==> src/rtl/obuffer.sv <==
// Router output-port buffer: DEPTH-entry flit FIFO between the crossbar and
// the outgoing valid/ready link, with packet-framing lock for the allocator.
// Optional macro OBUFFER_BYPASS_EN: zero-latency pass-through when the FIFO
// is empty and downstream is ready.
module obuffer #(
    parameter int unsigned DW    = 8,
    parameter int unsigned DEPTH = 4,
    parameter int unsigned AW    = 2
) (
    input  logic          clk,
    input  logic          rst_n,
    input  logic [DW-1:0] ldata,
    input  logic          ltail,
    input  logic          lvalid,
    output logic          lrdy,
    output logic [DW-1:0] rdata,
    output logic          rtail,
    output logic          rvalid,
    input  logic          rrdy,
    output logic          lock,
    output logic [AW:0]   count
);

    localparam int unsigned EW = DW + 1;
    localparam int unsigned CW = AW + 1;

    logic [EW-1:0] mem [DEPTH];
    logic [AW-1:0] wr_ptr;
    logic [AW-1:0] rd_ptr;
    logic [AW-1:0] wr_ptr_n;
    logic [AW-1:0] rd_ptr_n;
    logic [CW-1:0] cnt_n;
    logic          lrdy_q;
    logic          rvalid_q;
    logic          rtail_q;
    logic [DW-1:0] rdata_q;
    logic          rvalid_n;
    logic          rtail_n;
    logic [DW-1:0] rdata_n;
    logic          lock_n;
    logic          acc;
    logic          push;
    logic          pop;
    logic          byp;
    logic [EW-1:0] head_n;

    // Handshakes, next pointers/count, and the flit that will sit at the head next cycle
    always_comb begin
        byp      = 1'b0;
`ifdef OBUFFER_BYPASS_EN
        byp      = lrdy_q & (count == CW'(0)) & rrdy;
`endif
        acc      = lvalid & lrdy_q;
        push     = acc & ~byp;
        pop      = rvalid_q & rrdy;

        wr_ptr_n = push ? wr_ptr + AW'(1) : wr_ptr;
        rd_ptr_n = pop  ? rd_ptr + AW'(1) : rd_ptr;

        cnt_n    = count;
        case ({push, pop})
            2'b10:   cnt_n = count + CW'(1);
            2'b01:   cnt_n = count - CW'(1);
            default: cnt_n = count;
        endcase

        // A flit written this cycle into the slot that becomes the head must be forwarded
        head_n   = mem[rd_ptr_n];
        if (push && (wr_ptr == rd_ptr_n)) begin
            head_n = {ltail, ldata};
        end

        rvalid_n = (cnt_n != CW'(0));
        rdata_n  = rvalid_n ? head_n[DW-1:0] : '0;
        rtail_n  = rvalid_n & head_n[DW];

        lock_n   = lock;
        if (acc) begin
            lock_n = ~ltail;
        end
    end

    // Control state and registered link outputs
    always_ff @(posedge clk or negedge rst_n) begin
        if (!rst_n) begin
            wr_ptr   <= '0;
            rd_ptr   <= '0;
            count    <= '0;
            lock     <= 1'b0;
            lrdy_q   <= 1'b0;
            rvalid_q <= 1'b0;
            rdata_q  <= '0;
            rtail_q  <= 1'b0;
        end else begin
            wr_ptr   <= wr_ptr_n;
            rd_ptr   <= rd_ptr_n;
            count    <= cnt_n;
            lock     <= lock_n;
            lrdy_q   <= (cnt_n != CW'(DEPTH));
            rvalid_q <= rvalid_n;
            rdata_q  <= rdata_n;
            rtail_q  <= rtail_n;
        end
    end

    // Flit storage; contents are don't-care until written
    always_ff @(posedge clk) begin
        if (push) begin
            mem[wr_ptr] <= {ltail, ldata};
        end
    end

    assign lrdy = lrdy_q;

`ifdef OBUFFER_BYPASS_EN
    assign rvalid = byp ? lvalid : rvalid_q;
    assign rdata  = byp ? ldata  : rdata_q;
    assign rtail  = byp ? ltail  : rtail_q;
`else
    assign rvalid = rvalid_q;
    assign rdata  = rdata_q;
    assign rtail  = rtail_q;
`endif

endmodule

==> config.mk <==
export PLATFORM = sky130hd
export DESIGN_NAME = obuffer
export DESIGN_NICKNAME = d
export VERILOG_FILES = /design/src/rtl/obuffer.sv
export SDC_FILE = /design/constraint.sdc
export NUM_CORES = 1
export LEC_CHECK = 0
export CORE_MARGIN = 1
export CORE_UTILIZATION = 45
export CTS_CLUSTER_SIZE = 8
export DETAILED_ROUTE_END_ITERATION = 7
export GPL_TIMING_DRIVEN = 0
export PLACE_DENSITY = 0.66
export SETUP_SLACK_MARGIN = 0.02
export SKIP_CTS_REPAIR_TIMING = 1
export SLEW_MARGIN = 20
export SYNTH_ARGS = -nofsm -noshare
export SYNTH_HDL_FRONTEND = slang
export SYNTH_SLANG_ARGS = --single-unit
==> constraint.sdc <==
create_clock -name clk -period 6.1 [get_ports clk]
set_input_delay 1.525 -clock clk [delete_from_list [all_inputs] [get_ports clk]]
set_output_delay 1.525 -clock clk [all_outputs]
set_load 0.03 [all_outputs]
Yosys cells after proc, flatten, opt, wreduce, memory -nomap -nowiden

Memory sizes are Yosys's and may differ from the RTL's.
Cells that the tools add are included.

Flip-flop bits (word level): 19
Latch bits: 0
Memory bits (writable): 36
Memory bits (read-only): 0
Bits of input ports: 13
Output and inout port bits: 15
Word-level logic and storage cells: 29
Memories: 1

Add/subtract/negate cells: 4
$mul: 0
Divide/modulo/power cells: 0
$lt $le $gt $ge: 0
Equal/unequal tests: 4
Shifts and indexed selects: 0
Muxes and demuxes: 6
Bitwise logic cells: 4
Reduce and logical (&&, ||, !) cells: 2

Memory list:

| name | depth | bits a word | rd ports | clocked after memory_dff | write ports | RTL line | source |
|---|---|---|---|---|---|---|---|
| mem  | 4     | 9           | 1        | 0                        | 1           | 27       | `logic [EW-1:0] mem [DEPTH];` |

Operators with widths:

| kind                                             | number |
|---|---|
| two-way mux 9 bit                                | 1 |
| two-way mux 8 bit                                | 1 |
| case mux 3 bit (2 select lines)                  | 1 |
| adder 2 x 1 -> 2 bit, second input constant      | 2 |
| adder 3 x 1 -> 3 bit, second input constant      | 1 |
| bitwise AND 1 bit                                | 3 |
| != test 3 bit, second input constant             | 1 |
| nonzero test 3 bit                               | 1 |
| subtractor 3 x 1 -> 3 bit, second input constant | 1 |
| == test 2 x 1 -> 1 bit, second input constant    | 1 |
| == test 2 bit                                    | 1 |
| == test 2 bit, second input constant             | 1 |
| two-way mux 1 bit                                | 2 |
| two-way mux 2 bit                                | 1 |
| logical AND 1 bit                                | 1 |
| NOT 1 bit                                        | 1 |

Logic depth before layout (Yosys ltp)

Depth after elaboration: 6
Depth in mapped cells: 10
Depth with buffers taken out: 8

Least setup slack after synthesis

Ideal clock, no wire load.

Path kind: input to register
Start point: in rrdy
End point: reg rvalid_q, in the netlist rvalid
Arrival time: 3.522 ns
Setup slack: 2.429 ns
Stages on the path: 10
Path buffers: 2
Path through: nand2_1 > inv_2 > buf_6 > buf_8 > ha_1 > fa_1 > xnor2_1 > o21a_1 > nor3b_2 > inv_1

Longest elaborated chain between the ends: 4

Ends and longest elaborated chain:

| item                                                    | RTL line | source |
|---|---|---|
| start: declaration                                      | 19       | `input logic rrdy,` |
| bitwise AND 1 bit *                                     | 55       | `pop = rvalid_q & rrdy;` |
| == test 2 x 1 -> 1 bit or == test 2 bit (tied branches) | 61       | `case ({push, pop})` |
| case mux 3 bit (2 select lines) *                       | 61       |  |
| nonzero test 3 bit *                                    | 73       | `rvalid_n = (cnt_n != CW'(0));` |
| named net rvalid_n                                      | 37       | `logic rvalid_n;` |
| end signal: assignment                                  | 100      | `rvalid_q <= rvalid_n;` |
| end: declaration                                        | 34       | `logic rvalid_q;` |

Mark *: on every way through the listed nets, which the timed path passes. The rest lies on a longest branch.
A chain may end at the register's enable or synchronous reset.

Worst setup path in the final report

Start point: in lvalid
End point: reg rdata_q[4], in the netlist rdata[4]

Longest elaborated chain between the ends: 5

Ends and longest elaborated chain:

| item                                                    | RTL line | source |
|---|---|---|
| start: declaration                                      | 14       | `input logic lvalid,` |
| bitwise AND 1 bit *                                     | 53       | `acc = lvalid & lrdy_q;` |
| == test 2 x 1 -> 1 bit or == test 2 bit (tied branches) | 61       |  |
| case mux 3 bit (2 select lines)                         | 61       |  |
| nonzero test 3 bit                                      | 73       |  |
| two-way mux 8 bit *                                     | 74       | `rdata_n = rvalid_n ? head_n[DW-1:0] : '0;` |
| named net rdata_n[4]                                    | 39       | `logic [DW-1:0] rdata_n;` |
| end signal: assignment                                  | 101      | `rdata_q <= rdata_n;` |
| end: declaration                                        | 36       | `logic [DW-1:0] rdata_q;` |

Marks and branches as above.

==> results.toml <==
[outcome]
status = "completed"

[clock_tree]
clk_latency_ns = 0.30
cts.clk_slew.worst_paths_ns = 0.09
cts.sinks = 55
htreeDepth = 2
cts_root_buf = "clkbuf_8"
numCtsBuffers = 5
cts_buffer_depth = 2
cts_tree = "done"

[setup_path]
worst_setup_path_end_kind = "register"
critPathSlowestCell = "nor3b_4"
cp.required_ns = 6.24
ff2ff_path_depth = 8
critPathMaxFanout = 10
max_stage_delay_ns = 0.68
start_kind = "input pin"
critPathKind = "input pin to register"
arrival_ns = 4.57
path_cells = "clkdlybuf4s50_1 -> nand2_1 -> buf_1 -> ha_1 -> fa_1 -> nor2_1 -> a21o_1 -> nor3b_4 -> a221oi_2"

[pwr]
p_total_mw = 1.576
vdd_drop_max_uv = 400.1
p_per_area_nw_per_um2 = 501.5
leakage_nw = 1.212

[timing]
hold_violations = 0
fin_skew_ns = 0.007768
setup_viol = 0
fmax_ghz = 0.2258
worst_slew_pin_slew_ns = 0.9489
fin_crit_sh_pct = 72.60
relSlewSlack_pct = 36.54
fin_crit_ns = 4.429
setup_tns_ns = 0
drv_slew = 0
rsz0062_at_grt = "false"

[grt]
use_met2_pct = 36.12
grt_use_met1_pct = 23.41
grt_usage_pct = 19.96
grt_start_max_net_pins = 20
grt_busiest_layer = "met2"
grt_antenna_before_repair = 0
grt.met3_usage_pct = 3.793
grt_pass1_vias = 1695
grt_remaining_overflow = 0
grt_pass1_wl_mm = 8.804

[placement]
dpl_cell_area_um2 = 3033
gp_congestion = 0.7427
dpl.hpwl_mm = 3.797
io_buffers = 27

[layout]
final_net_count = 221
drive_above_1_share_pct = 16.83
final-seq-area_um2 = 1556
diodes = 0
final_cell_mix = "mux2i_1, edfxtp_1, clkdlybuf4s50_1, dfrtp_1, nor2_1"
design_area_um2 = 3142
fillCellCount = 468
multiInputGateArea_um2 = 1046
syn2layout_area_growth_pct = 17.56

[die]
design.portCount = 28
core_area_um2 = 5608
design.die.area_um2 = 6251
initial_core_util_pct = 47.66
die_y_um = 79.07
die_x_um = 79.07
num_rows = 27

[drt]
wire_per_inst_um = 20.72
via_count = 1571
first_iter_violations = 51
drc = 0
vias_per_cell = 5.734
drt_wl_total_mm = 5.678
antenna_left = 0
first_pass_iters = 4

[yosys]
yosysUniqueCellTypes = 33
synthCells = 168
synth.cell_area_um2 = 2673
syn-num-nets = 187
synth_warnings = 0
yosys.area.top_type = "edfxtp_1"
syn_area_per_cell_um2 = 15.91
yosys-top-cells-area = "edfxtp_1, dfrtp_1, mux2i_1"
synth_seq_cells = 55
synth_top_area_share_pct = 40.45
yosysSeqAreaShare_pct = 58.24

[min_path]
hold_depth = 1
min-delay-path-class = "register to register"

[flow_run]
drv_cap = 0
## where the power goes
group	total (mW)	switching (mW)	leakage (nW)	internal [mW]
registers	0.584	0.0648	0.551	0.519
clock network	0.227	0.106	0.0513	0.120
logic	0.764	0.412	0.610	0.353
total	1.58	0.583	1.21	0.993
## final cells by class
cell class              count  area share (%)
clock buffers               6           2.310
clock inverters             1          0.9558
well taps                  72           2.867
repair buffers             27           8.602
flip-flops and latches     55           49.54
multi-input cells         101           33.29
inverters                   4          0.4779
plain buffers               8           1.951
## kinds of logic (layout without fill, tap and decap cells)
kind of cell,count (synthesis),count (layout),share of synthesized area (%)
AO/OA/AOI/OAI,14,14,6.508
XOR/XNOR,6,6,1.966
adder cells (fa/ha/maj),6,6,3.090
buffers and inverters,12,46,2.855
flip-flops,55,55,58.24
multiplexers,47,47,21.91
AND/OR/NAND/NOR,28,28,5.431
## flip-flops by register name (all words and copies together) (netlist names)
signal and cells:
mem 36, rdata 8, count 3, rd_ptr 2, wr_ptr 2, lock 1, lrdy 1, rtail 1
rvalid 1
## critical path, delay by kind of cell
kind | cells | cell delay (ns)
AOI/OAI and AO/OA | 2 | 0.22
adders and majority gates | 2 | 0.77
buffers and inverters | 2 | 1.03
and+or+nand+nor | 3 | 1.01
## stage by stage
| stage | cells | setup WS [ns] | util (%) | hold WS, ns |
|---|---|---|---|---|
| floorplan | 168 | 2.429 | - | 0.5404 |
| global placement | 267 | 1.198 | 54.08 | 0.4638 |
| detailed placement | 267 | 1.124 | 54.08 | 0.4740 |
| CTS | 274 | 1.423 | 55.91 | 0.4950 |
| global route | 274 | 1.557 | 56.02 | 0.5185 |
| finish | 274 | 1.671 | 56.02 | 0.4847 |
## layer usage
| metal | part of all wire (%) | wire length, um | vias up |
|---|---|---|---|
| met5 | 0 | 0 | - |
| met1 | 41 | 2302 | 815 |
| met3 | 2.6 | 148 | 12 |
| met2 | 55 | 3117 | 33 |
| met4 | 1.9 | 110 | 0 |
| li1 | - | - | 711 |
## cell usage after synthesis, drive strengths merged
cell	count
a31o	1
a21boi	1
o21a	1
dfrtp	19
and3b	1
mux2i	36
edfxtp	36
or4	1
nand2	5
clkbuf	1
inv	4
or3	1
xor2	1
a21o	2
a221oi	9
and3	4
buf	7
fa	1
ha	5
mux2	2
nand3	2
xnor2	5
nor3	1
nor2	10
nor3b	2
or2	1
mux4	9
## worst paths after layout
path                                  start                  end  slack [ns]
max                                  lvalid   rdata[4]$_DFF_PN0_        1.67
min                        lock$_DFFE_PN0P_     lock$_DFFE_PN0P_        0.48
max reg2reg                  lrdy$_DFF_PN0_   rdata[4]$_DFF_PN0_        2.93
min reg2reg                lock$_DFFE_PN0P_     lock$_DFFE_PN0P_        0.48
max in group asynchronous             rst_n  rd_ptr[0]$_DFF_PN0_        3.77
min in group asynchronous             rst_n   rdata[2]$_DFF_PN0_        1.75
(Power assumes the default switching activity.)
